--- config.mk ---
export PLATFORM = sky130hd
export DESIGN_NAME = tmr_err_monitor
export DESIGN_NICKNAME = d
export VERILOG_FILES = /design/src/rtl/tmr_err_monitor.sv
export SDC_FILE = /design/constraint.sdc
export NUM_CORES = 1
export LEC_CHECK = 0
export ABC_AREA = 1
export CORE_MARGIN = 1.5
export CORE_UTILIZATION = 50
export CTS_CLUSTER_DIAMETER = 120
export DETAILED_ROUTE_END_ITERATION = 8
export DONT_BUFFER_PORTS = 1
export PLACE_DENSITY = 0.68
export SLEW_MARGIN = 10
export SYNTH_ARGS = -nofsm -noshare
export SYNTH_HDL_FRONTEND = slang
export SYNTH_SLANG_ARGS = --single-unit
--- constraint.sdc ---
create_clock -name clk -period 1.44 [get_ports clk]
set_input_delay 0.144 -clock clk [delete_from_list [all_inputs] [get_ports clk]]
set_output_delay 0.144 -clock clk [all_outputs]
set_load 0.02 [all_outputs]
--- src/rtl/tmr_err_monitor.sv ---
// Error-sink monitor for triplicated logic: sticky status, fault count, windowed resync handshake.
// Optional capture of the first-event cycle: define TMR_ERR_MONITOR_TIMESTAMP_EN.
module tmr_err_monitor #(
   parameter int N_SINKS  = 4,
   parameter int CNT_W    = 16,
   parameter int THRESH   = 3,
   parameter int WINDOW   = 256,
   parameter int COOLDOWN = 16
) (
   input  logic               clk,
   input  logic               rst,
   input  logic [N_SINKS-1:0] err_in,
   input  logic               clr,
   input  logic               resync_ack,
   output logic               irq,
   output logic [N_SINKS-1:0] sticky,
   output logic [CNT_W-1:0]   fault_cnt,
   output logic               resync_req,
   output logic [CNT_W-1:0]   resync_cnt,
   output logic               busy
`ifdef TMR_ERR_MONITOR_TIMESTAMP_EN
   ,
   output logic [CNT_W-1:0]   first_ts
`endif
);

   localparam int WC_W = $clog2(THRESH + 1);
   localparam int WT_W = $clog2(WINDOW);
   localparam int CD_W = $clog2(COOLDOWN + 1);

   localparam logic [WC_W-1:0] THR_M1 = WC_W'(THRESH - 1);
   localparam logic [WT_W-1:0] WIN_M1 = WT_W'(WINDOW - 1);
   localparam logic [CD_W-1:0] CD_M1  = CD_W'(COOLDOWN - 1);

   typedef enum logic [1:0] {
      S_IDLE,
      S_ARMED,
      S_RESYNC,
      S_COOL
   } state_t;

   state_t state_q, state_d;

   logic [N_SINKS-1:0] err_q;
   logic [N_SINKS-1:0] rise;
   logic               ev;

   logic [WC_W-1:0] win_cnt_q, win_cnt_d;
   logic [WT_W-1:0] win_tmr_q, win_tmr_d;
   logic [CD_W-1:0] cd_q, cd_d;
   logic            rs_done;

   assign rise = err_in & ~err_q;
   assign ev   = |rise;

   assign irq        = |sticky;
   assign resync_req = (state_q == S_RESYNC);
   assign busy       = (state_q == S_RESYNC) || (state_q == S_COOL);

   always_comb begin
      state_d   = state_q;
      win_cnt_d = win_cnt_q;
      win_tmr_d = win_tmr_q;
      cd_d      = cd_q;
      rs_done   = 1'b0;
      unique case (state_q)
         S_IDLE: begin
            if (ev) begin
               if (THRESH == 1) begin
                  state_d = S_RESYNC;
               end else begin
                  state_d   = S_ARMED;
                  win_cnt_d = WC_W'(1);
                  win_tmr_d = WT_W'(1);
               end
            end
         end
         S_ARMED: begin
            win_tmr_d = win_tmr_q + 1'b1;
            // threshold hit on the expiry cycle beats expiry
            if (ev && (win_cnt_q == THR_M1)) begin
               state_d   = S_RESYNC;
               win_cnt_d = '0;
               win_tmr_d = '0;
            end else if (win_tmr_q == WIN_M1) begin
               state_d   = S_IDLE;
               win_cnt_d = '0;
               win_tmr_d = '0;
            end else if (ev) begin
               win_cnt_d = win_cnt_q + 1'b1;
            end
         end
         S_RESYNC: begin
            if (resync_ack) begin
               state_d = S_COOL;
               cd_d    = '0;
               rs_done = 1'b1;
            end
         end
         S_COOL: begin
            cd_d = cd_q + 1'b1;
            if (cd_q == CD_M1) begin
               state_d = S_IDLE;
               cd_d    = '0;
            end
         end
         default: state_d = S_IDLE;
      endcase
   end

   always_ff @(posedge clk) begin
      if (rst) begin
         state_q    <= S_IDLE;
         win_cnt_q  <= '0;
         win_tmr_q  <= '0;
         cd_q       <= '0;
         err_q      <= '0;
         sticky     <= '0;
         fault_cnt  <= '0;
         resync_cnt <= '0;
      end else begin
         state_q   <= state_d;
         win_cnt_q <= win_cnt_d;
         win_tmr_q <= win_tmr_d;
         cd_q      <= cd_d;
         err_q     <= err_in;
         sticky    <= (clr ? '0 : sticky) | rise;
         if (clr) begin
            fault_cnt <= CNT_W'(ev);
         end else if (ev && (fault_cnt != '1)) begin
            fault_cnt <= fault_cnt + 1'b1;
         end
         if (rs_done && (resync_cnt != '1)) begin
            resync_cnt <= resync_cnt + 1'b1;
         end
      end
   end

`ifdef TMR_ERR_MONITOR_TIMESTAMP_EN
   logic [CNT_W-1:0] ts_q;
   logic             ts_done;

   always_ff @(posedge clk) begin
      if (rst) begin
         ts_q     <= '0;
         ts_done  <= 1'b0;
         first_ts <= '0;
      end else begin
         ts_q <= ts_q + 1'b1;
         if (clr) begin
            first_ts <= ev ? ts_q : '0;
            ts_done  <= ev;
         end else if (ev && !ts_done) begin
            first_ts <= ts_q;
            ts_done  <= 1'b1;
         end
      end
   end
`endif

endmodule

==> metrics.yaml, run 1 <==
tightest_slew_ns: 0.713
die_y_um: 80.3
critPathLaunchType: "register"
crit_buf_inv: 1
grt_first_pass_wirelength_mm: 12.6
dp.cells: 568
hold_class: "in2reg"
r2r_start: "win_tmr_q[1]"
wl_per_cell_um: 13.4
slew-limit-headroom_pct: 52.4
initial_core_util_pct: 52.9
die_area_sq_um: 6450
cts_sinks: 57
first_pass_iters: 4
multi_input_area_sq_um: 1910
vias: 3073
avgSynthCellArea_sq_um: 6.76
period_share_pct: 102
nets: 542
ir_worst_vdd_v: 0.000817
vias_per_cell: 5.07
place.gp.congestion: 0.883
fin_worst_skew_ns: 0.00995
drt_iter0_markers: 146
synth_commonest_cells: "122 x nand2_1, 58 x nor2_1, 57 x dfxtp_1, 57 x inv_1, 32 x a21oi_1"
path_cells: "ha_4 -> nand2_4 -> nor2_4 -> nand4_1 -> nand3_2 -> buf_6 -> nand3_4 -> nand3_2 -> nand2_1"
regArea_sq_um: 1180
cp_max_fo: 3
die_w_um: 80.3
maxSlewViolCount: 0
htreeDepth: 3
critPathTopFamily: "simple AND/OR/NAND/NOR gates"
ys_types: 30
synthCells: 442
worstPathRequired_ns: 1.67
clk_pin_slew_worst_paths_ns: 0.07
crit_top_cell: "nand3_2"
clkLatencyLatePin_ns: 0.34
root_buffer: "clkbuf_8"
ys_seq_area_share_pct: 38.2
pin_count: 47
rows: 27
fin_util_pct: 77.2
power_leakage_nw: 1.94
track_usage_pct: 25.3
grt_start_max_net_pins: 28
maxCapViolations: 0
yosys_warnings: 0
fill_cells: 409
slowest_stage: "dfxtp_2"
cp-startpoint: "win_tmr_q[1]"
synth_top_area_share_pct: 38.2
fin_cells: 606
status: "finished with violations"
cts_inserted_buffers: 9
drc_errors: 0
syn-num-nets: 455
area_growth_pct: 45.7
ys_async_sr_fraction_pct: 0
worstPathArrival_ns: 1.71
wl_mm: 8.13
powerDensity_nw_per_um2: 894
hold_slack_ns: -0.137
antenna_cells: 0
crit_type: "reg2reg"
hpwlAfterDp_mm: 5.11
ys_top_cells_by_area: "dfxtp_1 38%, nand2_1 15%, nor2_1 7.3%, inv_1 7.2%, a21oi_1 5.4%"
fmax_mhz: 679
rsz0062_at_grt: "yes"
end_kind: "register"
drive_gt1_share_pct: 38.2
cts_tree: "yes"
synth.most_common_cell: "nand2_1"
grt_overflow: 0
finalWorstSetupSlack_ns: -0.0319
hold_buffers: 8
antenna_found_initial: 0
first_global_vias: 2833
clk_path_buf_depth: 2
ys_ff_latch: 57
min-delay-start: "rst"
io_buffers: 0
core_area_sq_um: 5640
synth_edf_count: 0
min_period_ns: 1.47
ant_nets: 0
synth_area_sq_um: 2990
finalHoldViolCount: 17
synth_flop_cell: "dfxtp_1"
synth_top_area_cell: "dfxtp_1"
max_stage_delay_ns: 0.36
violations: "hold timing, setup timing"
setup_viol: 8
## cell usage in the layout, fill, tap and decap left out, drive strengths merged, types with 2 or more instances in the layout
| cell | instances |
|---|---|
| inv | 60 |
| a31oi | 2 |
| nand2 | 126 |
| nand4 | 7 |
| dlygate4sd3 | 8 |
| o22ai | 4 |
| nand3 | 22 |
| buf | 78 |
| nor2 | 60 |
| bufinv | 2 |
| xor2 | 15 |
| o21ai | 18 |
| ha | 5 |
| nor3 | 12 |
| clkinv | 3 |
| xnor2 | 7 |
| a21oi | 33 |
| dfxtp | 57 |
| clkbuf | 11 |
## layer usage
layer  GRT usage, %  vias to the layer above  share of wire [%]
li1               -                     1574                  -
met1           32.3                     1407                 45
met2           39.8                       74                 48
met3           5.34                       18                4.4
met4           13.1                        0                2.6
met5              0                        -                  0
## path summary, 6_finish.rpt
check                                 endpoint  slack, ns  depth (start not counted)
worst min-delay path            resync_cnt[10]      -0.14                          1
worst max-delay path                  register      -0.03                          9
worst min register to register         cd_q[3]       0.46                          2
worst max register to register        register      -0.03                          9
## kinds of logic after synthesis
group                      share of synthesized area (%)
AOI/OAI and AO/OA                                   10.6
DFF                                                 38.2
adders and majority gates                           2.09
and+or+nand+nor                                     32.6
buffers and inverters                               10.1
xor gates and xnor gates                            6.45
## area by class of cell
cell class	count	share of cell area [%]
Tap cell	72	2.07
Timing Repair Buffer	86	16.0
Inverter	60	5.35
Clock buffer	11	3.74
Multi-Input combinational cell	315	43.9
Clock inverter	5	1.72
Sequential cell	57	27.2
## state kept, by name, summed over array words and instances, names as in the netlist, named ones only
register    count
cd_q            5
sticky          4
resync_cnt     16
win_tmr_q       8
fault_cnt      16
err_q           4
win_cnt_q       2
state_q         1
## where the power goes
| part | switching, mW | internal, mW | total [mW] |
|---|---|---|---|
| logic | 0.236 | 0.194 | 0.430 |
| registers | 0.0475 | 1.61 | 1.66 |
| clock network | 0.685 | 1.12 | 1.80 |
## per-stage QoR
stage / setup slack (ns) / area, sq um / hold WS [ns] / power [mW] / setup TNS [ns]
floorplan: -0.0112 / 3060 / 0.251 / 1.87 / -0.0120
global placement: -0.0107 / 3570 / 0.212 / 1.97 / -0.0302
detailed placement: -0.0850 / 3570 / 0.214 / 1.97 / -0.323
CTS: -0.00786 / 3950 / -0.141 / 3.78 / -0.00786
global route: -0.113 / 4350 / -0.154 / 4.03 / -2.03
finish: -0.0319 / 4350 / -0.137 / 3.89 / -0.154
## timing repair
| action | in CTS | in global routing |
|---|---|---|
| buffers inserted | 1 | 13 |
| endpoints found under the hold margin | 25 | 17 |
| resized for setup | 17 | 86 |
| setup endpoints to repair | 20 | 44 |
| pin swaps | 8 | 41 |
| gates cloned | 0 | 0 |
No activity file was read; power rests on OpenSTA's default activity.
==> run 2: changes to the inputs <==
--- a/config.mk
+++ b/config.mk
@@ -16,3 +16,4 @@
 export SYNTH_ARGS = -nofsm -noshare
 export SYNTH_HDL_FRONTEND = slang
 export SYNTH_SLANG_ARGS = --single-unit
+export TNS_END_PERCENT = 30
==> run 2 against run 1 <==
Effect of this change:
- count of clock-buffer cells in the layout is the same
- the flow still finishes with violations (hold timing, setup timing)
- register-to-register slack lost 0.02 ns
- design area shrank 3.0%
- die area is the same
- critical path type unchanged
- sequential share of layout area grew 0.85 points
- combinational power shrank 4.7%
- flip-flop and latch count is the same
==> metrics.yaml, run 2 (synthesis results as in run 1) <==
status: "finished with violations"
violations: "hold timing, setup timing"
fin_worst_skew_ns: 0.00916
clkLatencyLatePin_ns: 0.34
cp_max_fo: 3
grt_start_max_net_pins: 28
p_total_mw: 3.87
slowest_stage: "dfxtp_2"
maxSlewViolCount: 0
wl_mm: 7.92
setup_viol: 9
track_usage_pct: 25.0
grt_first_pass_wirelength_mm: 12.4
dpl_worst_slack_ns: -0.0850
drt_iter0_markers: 143
cts_tree: "yes"
hold_slack_ns: -0.137
first_global_vias: 2815
nets: 542
layout_common_cells: "111 x nand2_1, 74 x buf_4, 54 x inv_1, 48 x nor2_1, 34 x dfxtp_1"
cts_inserted_buffers: 9
drive_gt1_share_pct: 33.0
antenna_cells: 0
largestRegisters: "fault_cnt x16, resync_cnt x16, win_tmr_q x8"
antenna_found_initial: 0
maxCapViolations: 0
grt_overflow: 0
hold_class: "in2reg"
ir_worst_vdd_v: 0.000809
worstPathArrival_ns: 1.73
fmax_mhz: 669
slew-limit-headroom_pct: 60.5
critPathTopFamily: "simple AND/OR/NAND/NOR gates"
crit_top_cell: "nand3_2"
dp.cells: 568
tightest_slew_ns: 0.591
hold_buffers: 8
fin_cells: 606
pin_count: 47
finalWorstSetupSlack_ns: -0.0544
clk_pin_slew_worst_paths_ns: 0.07
powerDensity_nw_per_um2: 917
first_pass_iters: 4
die_w_um: 80.3
fill_cells: 442
clk_path_buf_depth: 2
multi_input_area_sq_um: 1780
fin_util_pct: 74.8
wl_per_cell_um: 13.1
finalHoldViolCount: 17
path_cells: "ha_4 -> nand2_4 -> nor2_4 -> nand4_1 -> nand3_2 -> buf_6 -> nand3_4 -> nand3_2 -> nand2_1"
min_period_ns: 1.49
hpwlAfterDp_mm: 5.11
critPathLaunchType: "register"
die_area_sq_um: 6450
power_leakage_nw: 1.86
worstPathRequired_ns: 1.67
crit_buf_inv: 1
core_area_sq_um: 5640
rows: 27
period_share_pct: 104
regArea_sq_um: 1180
die_y_um: 80.3
vias: 3069
ant_nets: 0
cts_sinks: 57
layout_commonest_cell: "nand2_1"
initial_core_util_pct: 52.9
rsz0062_at_grt: "yes"
end_kind: "register"
crit_type: "reg2reg"
htreeDepth: 3
drc_errors: 0
place.gp.congestion: 0.883
io_buffers: 0
max_stage_delay_ns: 0.35
vias_per_cell: 5.06
area_growth_pct: 41.3
root_buffer: "clkbuf_8"
-- run 2: cell types whose count changed in the layout (fill, tap and decap cells not counted), moves of 5 or more --
cell	before	now
nand2_4	12	7
a21oi_1	15	27
nand2_1	98	111
nand2_2	16	8
a21oi_2	18	6
-- run 2: timing repair --
item                                    4_1_cts  5_1_grt
pin swaps                                     4       32
setup buffers                                 1       13
resized for setup                            10       60
endpoints found under the setup margin       20       45
endpoints found under the hold margin        25       17
-- run 2: routing by layer --
metal  vias up  GRT usage [%]  share of wire [%]
met1      1399           32.2                 45
met4         0           12.8                1.8
met5         -              0                  0
met3        11           5.34                5.4
met2        85           39.2                 48
li1       1574              -                  -
-- run 2: through the flow --
step                      setup TNS (ns)  cell area [sq um]  hold slack (ns)
after CTS                        -0.0403               3930           -0.141
after global placement           -0.0302               3570            0.212
after detailed placement          -0.323               3570            0.214
final                             -0.327               4220           -0.137
after floorplan                  -0.0120               3060            0.251
after global routing               -2.25               4220           -0.150
-- run 2: worst paths after layout --
| path | start | end | slack (ns) | cells after the start |
|---|---|---|---|---|
| max | win_tmr_q[1] | register | -0.05 | 9 |
| min | rst | fault_cnt[0] | -0.14 | 1 |
| max reg2reg | win_tmr_q[1] | register | -0.05 | 9 |
| min reg2reg | cd_q[4] | cd_q[4] | 0.46 | 2 |
-- run 2: layout make-up --
class	instances	area share (%)
clock inverters	5	1.78
repair buffers	86	16.4
flip-flops and latches	57	28.0
multi-input cells	315	42.2
inverters	60	5.57
clock buffers	11	3.85
well taps	72	2.13
-- run 2: power breakdown --
| part | total, mW | internal [mW] | leakage (nW) | switching, mW |
|---|---|---|---|---|
| Clock | 1.80 | 1.12 | 0.124 | 0.686 |
| Sequential | 1.66 | 1.61 | 0.475 | 0.0471 |
| Combinational | 0.410 | 0.189 | 1.26 | 0.221 |
| Total | 3.87 | 2.92 | 1.86 | 0.954 |
-- run 2: worst reg2reg max path, delay by kind of cell (launching register included) --
family | cells | cell delay (ns)
adder cells (fa/ha/maj) | 1 | 0.15
AND/OR/NAND/NOR | 7 | 0.77
buffers and inverters | 1 | 0.12
flip-flops | 1 | 0.35
